[src/rtl/lfsr_range_rng_if.sv]
`default_nettype none
// ============================================================================
// Module   : lfsr_range_rng_if
// Brief    : Control/draw bundle between the game controller and lfsr_range_rng.
// Revision : 1.0 - initial release
// ============================================================================
interface lfsr_range_rng_if #(
    parameter int WIDTH = 16,
    parameter int OUT_W = 4
);
    logic             i_en;
    logic             i_load;
    logic [WIDTH-1:0] i_seed;
    logic             i_req;
    logic [OUT_W-1:0] i_range;
    logic [WIDTH-1:0] o_q;
    logic [OUT_W-1:0] o_rnd;
    logic             o_valid;
    logic             o_busy;

    modport slave (
        input  i_en, i_load, i_seed, i_req, i_range,
        output o_q, o_rnd, o_valid, o_busy
    );

    modport master (
        output i_en, i_load, i_seed, i_req, i_range,
        input  o_q, o_rnd, o_valid, o_busy
    );
endinterface
`default_nettype wire

[src/rtl/lfsr_range_rng.sv]
`default_nettype none
// ============================================================================
// Module   : lfsr_range_rng
// Brief    : Galois LFSR with seed load and a mask-and-reject bounded draw.
// Revision : 1.0 - initial release
// ============================================================================
module lfsr_range_rng #(
    parameter int               WIDTH     = 16,
    parameter logic [WIDTH-1:0] POLY      = WIDTH'(16'h002D),
    parameter logic [WIDTH-1:0] SEED      = {WIDTH{1'b1}},
    parameter int               OUT_W     = 4,
    parameter int               MAX_TRIES = 8
) (
    input  wire logic         clk,
    input  wire logic         rst,
    lfsr_range_rng_if.slave   bus
);
    localparam int               TRY_W      = (MAX_TRIES > 1) ? $clog2(MAX_TRIES) : 1;
    localparam logic [TRY_W-1:0] c_TRY_LAST = TRY_W'(MAX_TRIES - 1);
    localparam logic [0:0]       c_IDLE     = 1'b0;
    localparam logic [0:0]       c_DRAW     = 1'b1;

    logic [WIDTH-1:0] r_q;
    logic [OUT_W-1:0] r_rnd;
    logic [OUT_W-1:0] r_range;
    logic [OUT_W-1:0] r_mask;
    logic             r_valid;
    logic [0:0]       r_state;
    logic [TRY_W-1:0] r_try;

    logic [WIDTH-1:0] w_q_step;
    logic [WIDTH-1:0] w_seed_eff;
    logic [OUT_W-1:0] w_range_m1;
    logic [OUT_W-1:0] w_mask;
    logic [OUT_W-1:0] w_cand;
    logic             w_accept;

    always_comb begin
        w_q_step   = {r_q[WIDTH-2:0], 1'b0} ^ (r_q[WIDTH-1] ? POLY : '0);
        w_seed_eff = (bus.i_seed == '0) ? SEED : bus.i_seed;
        // Smearing Range-1 rightwards gives the smallest 2^k-1 covering it;
        // Range=0 wraps to all ones, i.e. the full output range.
        w_range_m1 = bus.i_range - OUT_W'(1);
        w_mask     = w_range_m1;
        for (int i = 1; i < OUT_W; i++) begin
            w_mask = w_mask | (w_range_m1 >> i);
        end
        w_cand   = r_q[OUT_W-1:0] & r_mask;
        w_accept = (r_range == '0) || (w_cand < r_range);
    end

    always_ff @(posedge clk) begin
        if (rst) begin
            r_q     <= SEED;
            r_rnd   <= '0;
            r_range <= '0;
            r_mask  <= '0;
            r_valid <= 1'b0;
            r_state <= c_IDLE;
            r_try   <= '0;
        end else if (bus.i_load) begin
            r_q     <= w_seed_eff;
            r_valid <= 1'b0;
            r_state <= c_IDLE;
            r_try   <= '0;
        end else begin
            case (r_state)
                c_IDLE: begin
                    r_valid <= 1'b0;
                    if (bus.i_en) begin
                        r_q <= w_q_step;
                    end
                    if (bus.i_req) begin
                        r_range <= bus.i_range;
                        r_mask  <= w_mask;
                        r_try   <= '0;
                        r_state <= c_DRAW;
                    end
                end
                c_DRAW: begin
                    r_q <= w_q_step;
                    if (w_accept) begin
                        r_rnd   <= w_cand;
                        r_valid <= 1'b1;
                        r_state <= c_IDLE;
                    end else if (r_try == c_TRY_LAST) begin
                        // mask <= 2*Range-1, so halving always lands in range
                        r_rnd   <= w_cand >> 1;
                        r_valid <= 1'b1;
                        r_state <= c_IDLE;
                    end else begin
                        r_try <= r_try + TRY_W'(1);
                    end
                end
                default: r_state <= c_IDLE;
            endcase
        end
    end

    assign bus.o_q     = r_q;
    assign bus.o_rnd   = r_rnd;
    assign bus.o_valid = r_valid;
    assign bus.o_busy  = (r_state == c_DRAW);
endmodule
`default_nettype wire

[src/flat_wrapper.sv]
// flat-port wrapper written by rule: the top's interface ports become plain ports
module lfsr_range_rng_flat 
#(
    parameter int               WIDTH     = 16,
    parameter logic [WIDTH-1:0] POLY      = WIDTH'(16'h002D),
    parameter logic [WIDTH-1:0] SEED      = {WIDTH{1'b1}},
    parameter int               OUT_W     = 4,
    parameter int               MAX_TRIES = 8
)
  (clk, rst, bus_i_en, bus_i_load, bus_i_seed, bus_i_req, bus_i_range, bus_o_q, bus_o_rnd, bus_o_valid, bus_o_busy);
  lfsr_range_rng_if #(.WIDTH(WIDTH), .OUT_W(OUT_W)) bus_i ();
  input  wire logic clk;
  input  wire logic rst;
  input wire logic [$bits(bus_i.i_en)-1:0] bus_i_en;
  input wire logic [$bits(bus_i.i_load)-1:0] bus_i_load;
  input wire logic [$bits(bus_i.i_seed)-1:0] bus_i_seed;
  input wire logic [$bits(bus_i.i_req)-1:0] bus_i_req;
  input wire logic [$bits(bus_i.i_range)-1:0] bus_i_range;
  output wire logic [$bits(bus_i.o_q)-1:0] bus_o_q;
  output wire logic [$bits(bus_i.o_rnd)-1:0] bus_o_rnd;
  output wire logic [$bits(bus_i.o_valid)-1:0] bus_o_valid;
  output wire logic [$bits(bus_i.o_busy)-1:0] bus_o_busy;
  assign bus_i.i_en = bus_i_en;
  assign bus_i.i_load = bus_i_load;
  assign bus_i.i_seed = bus_i_seed;
  assign bus_i.i_req = bus_i_req;
  assign bus_i.i_range = bus_i_range;
  assign bus_o_q = bus_i.o_q;
  assign bus_o_rnd = bus_i.o_rnd;
  assign bus_o_valid = bus_i.o_valid;
  assign bus_o_busy = bus_i.o_busy;
  lfsr_range_rng #(.WIDTH(WIDTH), .POLY(POLY), .SEED(SEED), .OUT_W(OUT_W), .MAX_TRIES(MAX_TRIES)) u_core (.clk(clk), .rst(rst), .bus(bus_i));
endmodule
[config.mk]
export PLATFORM = sky130hd
export DESIGN_NAME = lfsr_range_rng_flat
export DESIGN_NICKNAME = d
export VERILOG_FILES = /design/src/rtl/lfsr_range_rng_if.sv /design/src/rtl/lfsr_range_rng.sv /design/src/flat_wrapper.sv
export SDC_FILE = /design/constraint.sdc
export NUM_CORES = 1
export LEC_CHECK = 0
export ABC_AREA = 0
export BUFFER_PORTS_ARGS = -buffer_cell sky130_fd_sc_hd__buf_2
export CAP_MARGIN = 15
export CORE_MARGIN = 3
export CORE_UTILIZATION = 51
export DETAILED_ROUTE_END_ITERATION = 10
export MAX_ROUTING_LAYER = met4
export PLACE_DENSITY = 0.91
export SYNTH_ARGS = -nofsm -noshare
export SYNTH_HDL_FRONTEND = slang
export SYNTH_SLANG_ARGS = --single-unit
[constraint.sdc]
create_clock -name clk -period 2.5 [get_ports clk]
set_input_delay 0.125 -clock clk [delete_from_list [all_inputs] [get_ports clk]]
set_output_delay 0.125 -clock clk [all_outputs]
set_load 0.1 [all_outputs]
Yosys cells after proc, flatten, opt, wreduce, memory -nomap -nowiden
Index checks and enable logic that the tools add are counted.
{"block": "word_totals", "word_cells": 49, "output_inout_bits": 22, "input_bits": 25, "rom_bits": 0, "register_bits": 33, "latch_bits": 0, "mem_count": 0, "ram_bits": 0}
{"block": "classes", "n_eq_ne": 6, "magnitude_cmp": 1, "n_reduce_logical": 8, "multipliers": 0, "div_mod_pow": 0, "n_bitwise": 7, "muxes": 18, "add_sub_neg": 2, "n_shift": 0}
{"cell": "$mux W16", "count": 3}
{"cell": "$pmux W16 S2", "count": 1}
{"cell": "$logic_not A16 Y1", "count": 1}
{"cell": "$xor A16 B16 Y16", "count": 1}
{"cell": "$mux W3", "count": 3}
{"cell": "$reduce_and A3 Y1", "count": 3}
{"cell": "$mux W4", "count": 2}
{"cell": "$mux W6", "count": 1}
{"cell": "$ne A2 B2 Y1 const B", "count": 3}
{"cell": "$ne A3 B3 Y1 const B", "count": 2}
{"cell": "$pmux W3 S2", "count": 1}
{"cell": "$mux W1", "count": 5}
{"cell": "$and A4 B4 Y4", "count": 1}
{"cell": "$logic_not A4 Y1", "count": 1}
{"cell": "$lt A4 B4 Y1", "count": 1}
{"cell": "$or A4 B1 Y4", "count": 1}
{"cell": "$or A4 B2 Y4", "count": 1}
{"cell": "$or A4 B3 Y4", "count": 1}
{"cell": "$pmux W1 S2", "count": 2}
{"cell": "$sub A4 B1 Y4 const B", "count": 1}
{"cell": "$add A3 B1 Y3 const B", "count": 1}
{"cell": "$eq A3 B3 Y1 const B", "count": 1}
{"cell": "$not A1 Y1", "count": 2}
{"cell": "$reduce_bool A2 Y1", "count": 1}
{"cell": "other kinds (2)", "count": 2}

Logic depth before layout (Yosys ltp)
{"block": "logic_depth", "depth_word": 5, "ltp_mapped": 8, "mapped_depth_nobuf": 8}

Least setup slack after synthesis
No wires, ideal clock.
{"block": "synth_path", "path_type": "register to register", "from": "register u_core.r_q[1], in the netlist u_core.bus.o_q[1]", "to": "register u_core.r_try[0]", "required_time_ns": 2.385, "path_stages_with_launch": 9, "synth_period_minus_slack_ns": 2.458, "t_arrival_ns": 2.344, "slack_ns": 0.042, "setup_ns": 0.115, "n_path_buf": 0, "path_cell_list": "dfxtp_1 > nand2_1 > inv_1 > ha_1 > o211ai_1 > a31oi_2 > o211ai_2 > and3_1 > o21a_1"}
{"block": "synth_between", "elab_chain_len": 5}
{"item": "start: declaration", "line": "lfsr_range_rng.sv:23", "text": "logic [WIDTH-1:0] r_q;"}
{"item": "start signal: assignment", "line": "lfsr_range_rng.sv:62", "text": "r_q <= w_seed_eff;"}
{"item": "start signal: assignment", "line": "lfsr_range_rng.sv:71", "text": "r_q <= w_q_step;"}
{"item": "start signal: assignment", "line": "lfsr_range_rng.sv:81", "text": "r_q <= w_q_step;"}
{"item": "$and A4 B4 Y4", "line": "lfsr_range_rng.sv:48", "text": "w_cand = r_q[OUT_W-1:0] & r_mask;"}
{"item": "$lt A4 B4 Y1", "line": "lfsr_range_rng.sv:49", "text": "w_accept = (r_range == '0) || (w_cand < r_range);"}
{"item": "$logic_or A1 B1 Y1", "line": "lfsr_range_rng.sv:49"}
{"item": "$ne A2 B2 Y1 (no line)"}
{"item": "$reduce_and A3 Y1 (no line)"}
{"item": "end signal: assignment", "line": "lfsr_range_rng.sv:92", "text": "r_try <= r_try + TRY_W'(1);"}
{"item": "end: declaration", "line": "lfsr_range_rng.sv:29", "text": "logic [TRY_W-1:0] r_try;"}
No other way between the ends.
A chain may end at the register's enable or synchronous reset.

Final worst setup path
{"block": "layout_path", "from": "register u_core.r_q[3], in the netlist u_core.bus.o_q[3]", "to": "register u_core.r_try[0]"}
The elaborated chain is that of the path after synthesis.

==> flow_metrics.env <==
export IMPL_outcome="complete, no violations"
export IMPL_antenna_found_initial=0
export IMPL_arrival_ns=2.19
export IMPL_slew_viol_final=0
export IMPL_clock_skew_ns=0.00917
export IMPL_p_per_area_nw_per_um2=724
export IMPL_hp_class="in -> reg"
export IMPL_synth_edff_count=0
export IMPL_crit_family="compound AO/OA/AOI/OAI gates"
export IMPL_r2r_cells=7
export IMPL_hold_path_depth=3
export IMPL_r2r_end="u_core.r_try[0]$_SDFFE_PP0P_"
export IMPL_internal_power_mw=0.866
export IMPL_finalSetupViolations=0
export IMPL_core_area_sq_um=2880
export IMPL_mostFrequentLayoutCells="buf_2, dfxtp_1, a21oi_1"
export IMPL_diodes=0
export IMPL_rsz0062_at_grt="no"
export IMPL_rows=19
export IMPL_final_cell_area_sq_um=1930
export IMPL_grt_ovfl_total=0
export IMPL_drc_errors=0
export IMPL_max_freq_mhz=515
export IMPL_multiInputGateArea_sq_um=865
export IMPL_clockBufferDepth=2
export IMPL_power_frac_seq=0.422
export IMPL_grt_max_degree=33
export IMPL_grt_total_usage=0.224
export IMPL_detail_route_iter0_violations=50
export IMPL_avgSynthCellArea_sq_um=8.60
export IMPL_die_h_um=62.0
export IMPL_worstPathCellList="and2_1 -> ha_1 -> o211ai_1 -> a31oi_2 -> o211ai_2 -> and3_1 -> o21a_1"
export IMPL_die_area_sq_um=3840
export IMPL_cts_buffers=5
export IMPL_drt_first_pass_iters=4
export IMPL_clk_pin_slew_ns=0.11
export IMPL_io_buffer_count=46
export IMPL_h_tree_depth=2
export IMPL_holdBufCountCts=0
export IMPL_placed_area_sq_um=1850
export IMPL_wl_um=3740
export IMPL_cp_end_kind="register"
export IMPL_grt_pass1_vias=1421
export IMPL_ff_latch_area_sq_um=661
export IMPL_route_antenna_remaining_nets=0
export IMPL_ir_worst_vdd_mv=0.544
export IMPL_tightestPinTransition_ns=0.517
export IMPL_final_core_util=0.671
export IMPL_syn_nets=218
export IMPL_start_util=0.556
export IMPL_rrSetupSlack_ns=0.56
export IMPL_yosys_warnings=0
export IMPL_die_w_um=62.0
export IMPL_cts_root_buffer="clkbuf_4"
export IMPL_post_route_period_util=0.777
export IMPL_cts_tree="yes"
export IMPL_tns_ns=0
export IMPL_area_growth_pct=20.7
export IMPL_cp_max_fo=5
export IMPL_min_to="u_core.r_range[1]$_SDFFE_PP0P_"
export IMPL_netlist_area_sq_um=1600
export IMPL_clkSinkCount=33
export IMPL_drive_gt1_frac=0.270
export IMPL_hpwl_um=2790
export IMPL_p_switching_mw=0.530
export IMPL_dr_total_vias=1551
export IMPL_ys_flop_type="dfxtp_1"
export IMPL_sw_frac_of_total=0.380
export IMPL_p_leak_nw=0.828
export IMPL_gp_congestion=0.822
export IMPL_crit_start="u_core.bus.o_q[3]$_SDFFE_PP1P_"
export IMPL_cp_slowest_stage_delay_ns=0.36
export IMPL_ys_async_sr_fraction=0
export IMPL_io_pins=47
export IMPL_path_class="reg -> reg"
export IMPL_grt_pass1_wl_um=6170
export IMPL_start_kind="register"
export IMPL_syn_inst=186
export IMPL_critPathSlowestCell="dfxtp_1"
export IMPL_final_common_cell="buf_2"
export IMPL_hold_viol=0
export IMPL_critPathRequiredTime_ns=2.75
export IMPL_cts_repair_resized=0
export IMPL_maxCapViolations=0
export IMPL_crit_buf_inv=0
export IMPL_vias_per_cell=5.70
export IMPL_fin_crit_ns=1.94
export IMPL_slew_headroom=0.654
export IMPL_p_clk_frac=0.297
export IMPL_clk_latency_ns=0.34
export IMPL_r2r_start="u_core.bus.o_q[3]$_SDFFE_PP1P_"
export IMPL_power_mw=1.40
export IMPL_nNetsFinal=261
export IMPL_nFillCells=238
export IMPL_post_cts_setup_buffers=0
export IMPL_ys_seq_area_frac=0.413
export IMPL_hp_start="bus_i_range[1]"
export IMPL_wl_per_cell_um=13.8
export IMPL_ys_ff_latch=33
export IMPL_synth_cell_type_count=35
export IMPL_pwr_share_comb=0.282
export IMPL_cp_depth=7
-- sequential cells by signal (all words and copies together) (netlist names) --
register            cells
u_core.r_range          4
u_core.r_mask           4
u_core.bus.o_q         16
u_core.bus.o_valid      1
u_core.bus.o_busy       1
u_core.bus.o_rnd        4
u_core.r_try            3
-- routing by layer --
metal  part of all wire  up-vias  global-route usage
li1                   -      776                   -
met1               0.45      715               0.271
met2               0.47       56               0.365
met3              0.066        4              0.0579
met4              0.011        0              0.0636
met5                  0        -                   -
-- per-stage QoR --
step,worst slack (ns),hold WS (ns),instances
global placement,0.651,0.393,264
detailed placement,0.585,0.395,264
floorplan,0.0416,0.261,186
global route,0.419,0.0355,272
CTS,0.563,0.0189,272
finish,0.558,0.0348,272
-- final cells by class --
type                       count  share of cell area
clock buffer                   5              0.0195
clock inverter                 3              0.0240
inverter                       8              0.0156
multi-input combinational    134               0.448
sequential                    33               0.342
tap                           42              0.0272
timing repair buffer          47               0.123
-- power by group through the flow --
| stage | clock [mW] | combinational (mW) | sequential [mW] |
|---|---|---|---|
| floorplan | 0 | 0.133 | 0.780 |
| global placement | 0 | 0.386 | 0.599 |
| detailed placement | 0 | 0.392 | 0.600 |
| CTS | 0.419 | 0.392 | 0.588 |
| global route | 0.444 | 0.418 | 0.594 |
| finish | 0.414 | 0.393 | 0.589 |
-- how the worst max path moves through the flow --
stage                                       endpoint
CTS                     u_core.r_try[0]$_SDFFE_PP0P_
floorplan               u_core.r_try[0]$_SDFFE_PP0P_
detailed placement      u_core.r_try[0]$_SDFFE_PP0P_
global placement        u_core.r_try[0]$_SDFFE_PP0P_
global route        u_core.bus.o_rnd[2]$_SDFFE_PP0P_
finish                  u_core.r_try[0]$_SDFFE_PP0P_
-- cells in the mapped netlist, types with 2 or more instances --
cell type | count | area [sq um]
a21oi_1 | 26 | 130
dfxtp_1 | 33 | 661
a211oi_1 | 3 | 22.5
and2_1 | 4 | 25.0
nor4_1 | 4 | 25.0
nor2_1 | 7 | 26.3
inv_1 | 8 | 30.0
nand2_1 | 8 | 30.0
xnor2_1 | 2 | 17.5
nor3_1 | 4 | 20.0
o22ai_1 | 16 | 100
buf_2 | 3 | 15.0
o21ai_0 | 25 | 125
ha_1 | 7 | 87.6
mux2i_1 | 4 | 40.0
xor2_1 | 3 | 26.3
nand2b_1 | 4 | 25.0
clkbuf_1 | 7 | 26.3
and3_1 | 2 | 12.5
-- tightest hold or removal path: stages --
cell and delay, ns:
buf_2 0.11, nand2_1 0.05, a21oi_1 0.05
-- kinds of logic (layout without fill, tap and decap cells) --
logic type      after synthesis  in the layout  synth area share
flops                        33             33             0.413
fa+ha+maj                     7              7            0.0548
simple gates                 38             38             0.131
buf+inv                      19             63            0.0493
mux                           4              4            0.0250
compound gates               80             80             0.299
xor+xnor                      5              5            0.0274
Note: power is estimated with default switching activity, not from simulation.
